===== src/rtl/dg0045_ram_scan_arbiter_if.sv =====
// -----------------------------------------------------------------------------
// dg0045_ram_scan_arbiter_if
// Bus bundle between the DG0045 core, the scan arbiter and the 64x4 data RAM.
//
// Signals:
//   cpu_req  core requests the RAM this cycle
//   cpu_we   core write when granted
//   cpu_addr core address {BU,BL}
//   cpu_din  core write data
//   cpu_gnt  combinational grant back to the core
//   cpu_dout RAM read data returned to the core (valid in the grant cycle)
//   ram_addr address to the RAM macro
//   ram_din  write data to the RAM macro
//   ram_we   write enable to the RAM macro
//   ram_dout combinational read data from the RAM macro
//
// Modports:
//   master  core/RAM side: drives the request operands and the RAM read data
//   slave   arbiter side: drives the grant and the RAM address/data/enable
// -----------------------------------------------------------------------------
interface dg0045_ram_scan_arbiter_if;
  logic       cpu_req;
  logic       cpu_we;
  logic [5:0] cpu_addr;
  logic [3:0] cpu_din;
  logic       cpu_gnt;
  logic [3:0] cpu_dout;
  logic [5:0] ram_addr;
  logic [3:0] ram_din;
  logic       ram_we;
  logic [3:0] ram_dout;

  modport master (
    output cpu_req, cpu_we, cpu_addr, cpu_din, ram_dout,
    input  cpu_gnt, cpu_dout, ram_addr, ram_din, ram_we
  );

  modport slave (
    input  cpu_req, cpu_we, cpu_addr, cpu_din, ram_dout,
    output cpu_gnt, cpu_dout, ram_addr, ram_din, ram_we
  );
endinterface


===== src/rtl/dg0045_ram_scan_arbiter.sv =====
// -----------------------------------------------------------------------------
// dg0045_ram_scan_arbiter
// Shares the single-port 64x4 data RAM between the DG0045 core and a
// multiplexed digit-display refresh scanner. The core has priority. The
// scanner walks N_DIGITS consecutive RAM words starting at SCAN_BASE and
// drives one-hot digit selects with a BLANK_CYC blanking gap between digits.
//
// Optional feature macro: DG0045_SCAN_STARVE_EN
//   defined   : after STARVE_MAX consecutive denied scanner cycles the scanner
//               takes one forced slot (core sees cpu_gnt=0 for that cycle).
//   undefined : the core always wins; the scanner may wait indefinitely.
//
// Ports:
//   clk        single clock, all state updates on posedge
//   rst_n      asynchronous active-low reset
//   bus        dg0045_ram_scan_arbiter_if.slave (core request/grant + RAM bus)
//   dig_sel    one-hot active-high digit enable (N_DIGITS bits)
//   dig_data   code of the displayed digit
//   scan_busy  scanner is waiting for its RAM slot (REQ state)
// -----------------------------------------------------------------------------
module dg0045_ram_scan_arbiter #(
  parameter int unsigned N_DIGITS    = 4,
  parameter logic [5:0]  SCAN_BASE   = 6'h30,
  parameter int unsigned REFRESH_DIV = 16,
  parameter int unsigned BLANK_CYC   = 2,
  parameter int unsigned STARVE_MAX  = 8
) (
  input  logic                      clk,
  input  logic                      rst_n,
  dg0045_ram_scan_arbiter_if.slave  bus,
  output logic [N_DIGITS-1:0]       dig_sel,
  output logic [3:0]                dig_data,
  output logic                      scan_busy
);

  localparam int unsigned IDX_W = (N_DIGITS > 1) ? $clog2(N_DIGITS) : 1;
  localparam int unsigned DIV_W = (REFRESH_DIV > 1) ? $clog2(REFRESH_DIV) : 1;
  localparam int unsigned BLK_W = (BLANK_CYC > 1) ? $clog2(BLANK_CYC) : 1;

  localparam logic [IDX_W-1:0] IDX_LAST = IDX_W'(N_DIGITS - 1);
  localparam logic [DIV_W-1:0] DIV_LAST = DIV_W'(REFRESH_DIV - 1);
  localparam logic [BLK_W-1:0] BLK_LAST = BLK_W'(BLANK_CYC - 1);

  typedef enum logic [1:0] {
    ST_SHOW  = 2'd0,
    ST_REQ   = 2'd1,
    ST_BLANK = 2'd2
  } scan_state_t;

  scan_state_t          state_r,     state_n_s;
  logic [IDX_W-1:0]     idx_r,       idx_n_s;
  logic [IDX_W-1:0]     lat_idx_r,   lat_idx_n_s;
  logic [DIV_W-1:0]     div_r,       div_n_s;
  logic [BLK_W-1:0]     blank_cnt_r, blank_cnt_n_s;
  logic [N_DIGITS-1:0]  dig_sel_r,   dig_sel_n_s;
  logic [3:0]           dig_data_r,  dig_data_n_s;

  logic                 scan_req_s;
  logic                 scan_gnt_s;
  logic                 force_s;
  logic [IDX_W-1:0]     idx_inc_s;
  logic [5:0]           scan_addr_s;
  logic [N_DIGITS-1:0]  onehot_s;

  assign scan_req_s  = (state_r == ST_REQ);
  assign scan_gnt_s  = scan_req_s & (~bus.cpu_req | force_s);
  assign idx_inc_s   = (idx_r == IDX_LAST) ? {IDX_W{1'b0}} : (idx_r + IDX_W'(1));
  // 6-bit addition wraps naturally mod 64, so a block straddling 0x3F is fine.
  assign scan_addr_s = SCAN_BASE + 6'(idx_r);
  assign onehot_s    = {{(N_DIGITS-1){1'b0}}, 1'b1} << lat_idx_r;

`ifdef DG0045_SCAN_STARVE_EN
  localparam int unsigned WAIT_W = $clog2(STARVE_MAX + 1);

  logic [WAIT_W-1:0] wait_cnt_r, wait_cnt_n_s;

  // The forced slot fires on the cycle after STARVE_MAX denials, then the
  // counter clears because the scanner is granted that cycle.
  assign force_s = scan_req_s & (wait_cnt_r == WAIT_W'(STARVE_MAX));

  // Starvation counter next value: counts only denied REQ cycles.
  always_comb begin
    wait_cnt_n_s = {WAIT_W{1'b0}};
    if (scan_req_s && !scan_gnt_s) begin
      wait_cnt_n_s = wait_cnt_r + WAIT_W'(1);
    end else begin
      wait_cnt_n_s = {WAIT_W{1'b0}};
    end
  end

  // Starvation counter register.
  always_ff @(posedge clk or negedge rst_n) begin
    if (!rst_n) begin
      wait_cnt_r <= {WAIT_W{1'b0}};
    end else begin
      wait_cnt_r <= wait_cnt_n_s;
    end
  end
`else
  logic unused_starve_s;

  assign force_s         = 1'b0;
  assign unused_starve_s = ^(32'(STARVE_MAX));
`endif

  // RAM mux and core grant. The grant is held low during reset so that no
  // RAM write can be issued while rst_n is asserted.
  always_comb begin
    bus.cpu_gnt  = 1'b0;
    bus.ram_addr = bus.cpu_addr;
    bus.ram_din  = bus.cpu_din;
    bus.ram_we   = 1'b0;
    bus.cpu_dout = bus.ram_dout;
    if (scan_gnt_s) begin
      bus.cpu_gnt  = 1'b0;
      bus.ram_addr = scan_addr_s;
      bus.ram_din  = 4'h0;
      bus.ram_we   = 1'b0;
    end else begin
      bus.cpu_gnt  = bus.cpu_req & rst_n;
      bus.ram_addr = bus.cpu_addr;
      bus.ram_din  = bus.cpu_din;
      bus.ram_we   = bus.cpu_req & rst_n & bus.cpu_we;
    end
  end

  // Scanner next-state and display update.
  always_comb begin
    state_n_s     = state_r;
    idx_n_s       = idx_r;
    lat_idx_n_s   = lat_idx_r;
    div_n_s       = div_r;
    blank_cnt_n_s = blank_cnt_r;
    dig_sel_n_s   = dig_sel_r;
    dig_data_n_s  = dig_data_r;
    case (state_r)
      ST_SHOW: begin
        if (div_r == DIV_LAST) begin
          state_n_s = ST_REQ;
          div_n_s   = {DIV_W{1'b0}};
        end else begin
          div_n_s   = div_r + DIV_W'(1);
        end
      end
      ST_REQ: begin
        // Without a grant the old digit simply keeps showing.
        if (scan_gnt_s) begin
          dig_data_n_s  = bus.ram_dout;
          dig_sel_n_s   = {N_DIGITS{1'b0}};
          lat_idx_n_s   = idx_r;
          idx_n_s       = idx_inc_s;
          blank_cnt_n_s = {BLK_W{1'b0}};
          state_n_s     = ST_BLANK;
        end else begin
          state_n_s     = ST_REQ;
        end
      end
      ST_BLANK: begin
        if (blank_cnt_r == BLK_LAST) begin
          dig_sel_n_s   = onehot_s;
          blank_cnt_n_s = {BLK_W{1'b0}};
          state_n_s     = ST_SHOW;
        end else begin
          blank_cnt_n_s = blank_cnt_r + BLK_W'(1);
        end
      end
      default: begin
        state_n_s   = ST_SHOW;
        dig_sel_n_s = {N_DIGITS{1'b0}};
      end
    endcase
  end

  // Scanner state and display registers.
  always_ff @(posedge clk or negedge rst_n) begin
    if (!rst_n) begin
      state_r     <= ST_SHOW;
      idx_r       <= {IDX_W{1'b0}};
      lat_idx_r   <= {IDX_W{1'b0}};
      div_r       <= {DIV_W{1'b0}};
      blank_cnt_r <= {BLK_W{1'b0}};
      dig_sel_r   <= {N_DIGITS{1'b0}};
      dig_data_r  <= 4'h0;
    end else begin
      state_r     <= state_n_s;
      idx_r       <= idx_n_s;
      lat_idx_r   <= lat_idx_n_s;
      div_r       <= div_n_s;
      blank_cnt_r <= blank_cnt_n_s;
      dig_sel_r   <= dig_sel_n_s;
      dig_data_r  <= dig_data_n_s;
    end
  end

  assign dig_sel   = dig_sel_r;
  assign dig_data  = dig_data_r;
  assign scan_busy = scan_req_s;

endmodule


===== src/flat_wrapper.sv =====
// flat-port wrapper written by rule: the top's interface ports become plain ports
module dg0045_ram_scan_arbiter_flat 
#(
  parameter int unsigned N_DIGITS    = 4,
  parameter logic [5:0]  SCAN_BASE   = 6'h30,
  parameter int unsigned REFRESH_DIV = 16,
  parameter int unsigned BLANK_CYC   = 2,
  parameter int unsigned STARVE_MAX  = 8
)
  (clk, rst_n, dig_sel, dig_data, scan_busy, bus_cpu_req, bus_cpu_we, bus_cpu_addr, bus_cpu_din, bus_ram_dout, bus_cpu_gnt, bus_cpu_dout, bus_ram_addr, bus_ram_din, bus_ram_we);
  dg0045_ram_scan_arbiter_if bus_i ();
  input  logic clk;
  input  logic rst_n;
  output logic [N_DIGITS-1:0] dig_sel;
  output logic [3:0] dig_data;
  output logic scan_busy;
  input wire logic [$bits(bus_i.cpu_req)-1:0] bus_cpu_req;
  input wire logic [$bits(bus_i.cpu_we)-1:0] bus_cpu_we;
  input wire logic [$bits(bus_i.cpu_addr)-1:0] bus_cpu_addr;
  input wire logic [$bits(bus_i.cpu_din)-1:0] bus_cpu_din;
  input wire logic [$bits(bus_i.ram_dout)-1:0] bus_ram_dout;
  output wire logic [$bits(bus_i.cpu_gnt)-1:0] bus_cpu_gnt;
  output wire logic [$bits(bus_i.cpu_dout)-1:0] bus_cpu_dout;
  output wire logic [$bits(bus_i.ram_addr)-1:0] bus_ram_addr;
  output wire logic [$bits(bus_i.ram_din)-1:0] bus_ram_din;
  output wire logic [$bits(bus_i.ram_we)-1:0] bus_ram_we;
  assign bus_i.cpu_req = bus_cpu_req;
  assign bus_i.cpu_we = bus_cpu_we;
  assign bus_i.cpu_addr = bus_cpu_addr;
  assign bus_i.cpu_din = bus_cpu_din;
  assign bus_i.ram_dout = bus_ram_dout;
  assign bus_cpu_gnt = bus_i.cpu_gnt;
  assign bus_cpu_dout = bus_i.cpu_dout;
  assign bus_ram_addr = bus_i.ram_addr;
  assign bus_ram_din = bus_i.ram_din;
  assign bus_ram_we = bus_i.ram_we;
  dg0045_ram_scan_arbiter #(.N_DIGITS(N_DIGITS), .SCAN_BASE(SCAN_BASE), .REFRESH_DIV(REFRESH_DIV), .BLANK_CYC(BLANK_CYC), .STARVE_MAX(STARVE_MAX)) u_core (.clk(clk), .rst_n(rst_n), .bus(bus_i), .dig_sel(dig_sel), .dig_data(dig_data), .scan_busy(scan_busy));
endmodule

===== config.mk =====
export PLATFORM = sky130hd
export DESIGN_NAME = dg0045_ram_scan_arbiter_flat
export DESIGN_NICKNAME = d
export VERILOG_FILES = /design/src/rtl/dg0045_ram_scan_arbiter_if.sv /design/src/rtl/dg0045_ram_scan_arbiter.sv /design/src/flat_wrapper.sv
export SDC_FILE = /design/constraint.sdc
export NUM_CORES = 1
export LEC_CHECK = 0
export BUFFER_PORTS_ARGS = -buffer_cell sky130_fd_sc_hd__buf_2
export CAP_MARGIN = 0
export CORE_MARGIN = 4
export CORE_UTILIZATION = 46
export DETAILED_ROUTE_END_ITERATION = 8
export PLACE_DENSITY = 0.84
export SLEW_MARGIN = 15
export SYNTH_ARGS = -nofsm -noshare
export SYNTH_HDL_FRONTEND = slang
export SYNTH_SLANG_ARGS = --single-unit

===== constraint.sdc =====
create_clock -name clk -period 1.75 [get_ports clk]
set_clock_uncertainty 0.15 [all_clocks]
set_input_delay 0.2625 -clock clk [delete_from_list [all_inputs] [get_ports clk]]
set_output_delay 0.2625 -clock clk [all_outputs]
set_load 0.05 [all_outputs]

==> results by group <==
Die
  • Initial cell density of the core: 0.495
  • Die Ht: about 55 µm
  • Die W: about 55 µm
  • Core ar.: 2020 µm²
  • # IOs: 43
  • Num rows: 16
  • Die area: around 3000 µm²

STA
  • Final hold vios: 0
  • RSZ-0062 raised after global routing: yes
  • Period Utilization, post-route: 1.14
  • Relative slew slack: 0.803
  • Final-report setup violation count: 10
  • Worst Max-Slew Pin Slew: slightly below 0.3 ns
  • Crit path time final: 2.00 ns
  • FMAX: between 0.4 and 0.5 GHz
  • Final slew viol count: 0
  • Sum of negative setup slack: -1.83 ns
  • Setup ws final: -0.250 ns

Route
  • Via Count: about 800
  • Residual DRC: 0
  • First drt pass iteration count: 4
  • Post-DRT Antenna Nets: 0
  • Drt total wl: 2.28 mm
  • DR vias/cell: ~5.1
  • Number of DRC markers in iteration 0: 11
  • DR WL/cell: between 10 and 15 µm

Worst setup path
  • Crit-path cells: nor3b_4 > buf_6 > mux2_4 > buf_8
  • Kind of critical path: flip-flop to output port
  • Internal reg-to-reg setup slack: 0.04 ns
  • Reg2reg start: u_core.state_r[1]
  • RR Endpoint: u_core.dig_data[0]
  • Slowest CP cell: dfrtp_1
  • CP endpoint kind: output port
  • Reg2Reg Depth: 5
  • Worst Path Arrival: ~1.6 ns
  • Startpoint types: flip-flop
  • Buf+Inv Stages, Crit Path: 2
  • CP peak stage delay: between 0.4 and 0.5 ns
  • Crit-path max FO: 6
  • CP delay by family, top: flip-flops
  • Required time worst endpoint: roughly 1.3 ns

Cells and area
  • Nets: ~150
  • Layout area overhead: 39.7%
  • Antenna cells: 0
  • Design Area, Final: 1400 µm²
  • Cell Count, Final, Fillers Out: 160
  • Share of cells above drive strength 1: 0.624
  • Final-layout fill cell count: about 150

Pwr
  • Static leakage: 0.000713 µW
  • Pwr dens: between 1500 and 2000 nW/µm²
  • Worst IR drop on VDD: 0.979 mV

Clock tree
  • TritonCTS clock tree: built
  • Clock sink total: 19
  • CTS H-Tree Depth: 1
  • Maximum buffer depth of the clock tree: 2
  • Worst skew pair latency: roughly 0.30 ns
  • Clock-pin slew on the worst setup and hold paths: around 0.10 ns
  • Number of CTS-inserted buffers: 3
  • Clock root cell: clkbuf_4

Min path
  • Hold path cells: 2
  • Worst Hold Class: input pin to flip-flop
  • Hold Path Sink: u_core.dig_data[2]
  • Hold Startpoint: bus_ram_dout[2]

Yosys
  • Post-synth ARST share: 1.00
  • EDFF count, synth: 0
  • Yosys reg bits: 19
  • Commonest cells in the synthesized netlist: dfrtp_1, mux2_2, and2b_1, buf_4
  • Seq/Total Area, Yosys: 0.475
  • Netlist cell types: 30
  • Mapped Nets: between 100 and 150
  • Top cells by area, synth: dfrtp_1, mux2_2, and2b_1, buf_4, ha_1
  • Area share of the largest cell type after synthesis: 0.475
  • Yosys Warn Count: 0
  • Avg Cell Area, Syn: 12.1 µm²
  • Most used DFF post-synth: dfrtp_1
  • Cells after Synth: 83
  • Cell taking the most area after synthesis: dfrtp_1
  • Synth Cell Area: approximately 1000 µm²
  • Top-count cell post-synth: dfrtp_1

Global route
  • Pin count of the biggest net entering global routing: 20
  • Gr ovfl total: 0
  • Vias in the first global route: approximately 760
  • First-pass GRT wire length: 3.39 mm
  • GRT Total Usage: 0.165
  • Initial antenna violation count: 0

Status
  • Outcome: complete, but fails checks
  • Violated checks: setup timing

Flow run
  • Max-Cap Viols: 0

Place
  • Dpl ws: -0.0511 ns
  • Placed insts: 150
  • Post-DP Area: roughly 1200 µm²
  • GP Congestion: 0.741
  • PortBufs: between 40 and 50
  • DP Wirelength: 1.60 mm
## kinds of logic after synthesis
logic type,Yosys count,synth area share
muxes,16,0.184
xor gates and xnor gates,1,0.00875
and+or+nand+nor,25,0.163
adders and majority gates,2,0.0250
AOI/OAI and AO/OA,10,0.0650
DFF,19,0.475
buffers and inverters,10,0.0800
## worst max-delay path by stage
stage                            from  cells after the start               to  slack (ns)
finish              u_core.state_r[1]                      4  bus_ram_addr[0]       -0.25
global placement    u_core.state_r[1]                      4  bus_ram_addr[0]        0.02
floorplan           u_core.state_r[0]                      5  bus_ram_addr[4]        0.06
detailed placement  u_core.state_r[1]                      4  bus_ram_addr[0]       -0.05
CTS                 u_core.state_r[1]                      4  bus_ram_addr[0]       -0.26
global route        u_core.state_r[1]                      4  bus_ram_addr[0]       -0.31
## power by group
| group | switching [µW] | internal, µW | leakage, µW |
|---|---|---|---|
| clock | 131 | 85.3 | 0.0000177 |
| combinational | 697 | 508 | 0.000453 |
| sequential | 162 | 620 | 0.000243 |
## flip-flops by register name (all words and copies together), names as in the netlist
register	count
u_core.div_r	4
u_core.lat_idx_r	2
u_core.dig_data	4
u_core.idx_r	2
u_core.dig_sel	4
u_core.blank_cnt_r	1
u_core.state_r	2
## stage by stage
step	util	total power (µW)	hold WS (ns)
floorplan	-	1640	-0.183
global placement	0.606	1820	0.105
detailed placement	0.606	1870	0.119
CTS	0.688	2200	0.0534
global route	0.692	2350	0.0402
finish	0.692	2200	0.0549
## layout by cell type (no fill, tap or decap), types with 2 or more instances in the layout
master	instances
and3_1	2
and2b_2	6
a21oi_1	3
o21ai_0	2
buf_6	9
ha_1	2
buf_4	9
buf_8	3
nor3b_1	2
or2_4	2
nand2_1	2
buf_2	31
mux2_2	14
inv_1	2
dfrtp_1	19
nor2_1	3
clkbuf_4	4
mux2_4	2
## per-layer routing
| layer | wire, µm | up-vias | track usage |
|---|---|---|---|
| met4 | 33 | 0 | 0.0747 |
| met5 | 0 | - | 0 |
| met1 | 866 | 384 | 0.194 |
| met2 | 1260 | 33 | 0.276 |
| met3 | 118 | 6 | 0.0490 |
| li1 | - | 387 | - |
## cell type report
type / count / area [µm²] / share of cell area
Clock buffer: 3 / 22.5 / 0.0161
Clock inverter: 1 / 5.00 / 0.00358
Inverter: 2 / 7.51 / 0.00537
Multi-Input combinational cell: 54 / 468 / 0.335
Sequential cell: 19 / 475 / 0.340
Tap cell: 27 / 33.8 / 0.0242
Timing Repair Buffer: 54 / 387 / 0.276
## timing repair
item                       4_1_cts  5_1_grt
resized for setup               28        4
setup buffers                    4        1
setup endpoints to repair       10       14
hold buffers                     1        0
hold endpoints to repair        19        0
gates cloned                     1        0
pin swaps                        1        0
Note: power is estimated with default switching activity, not from simulation.
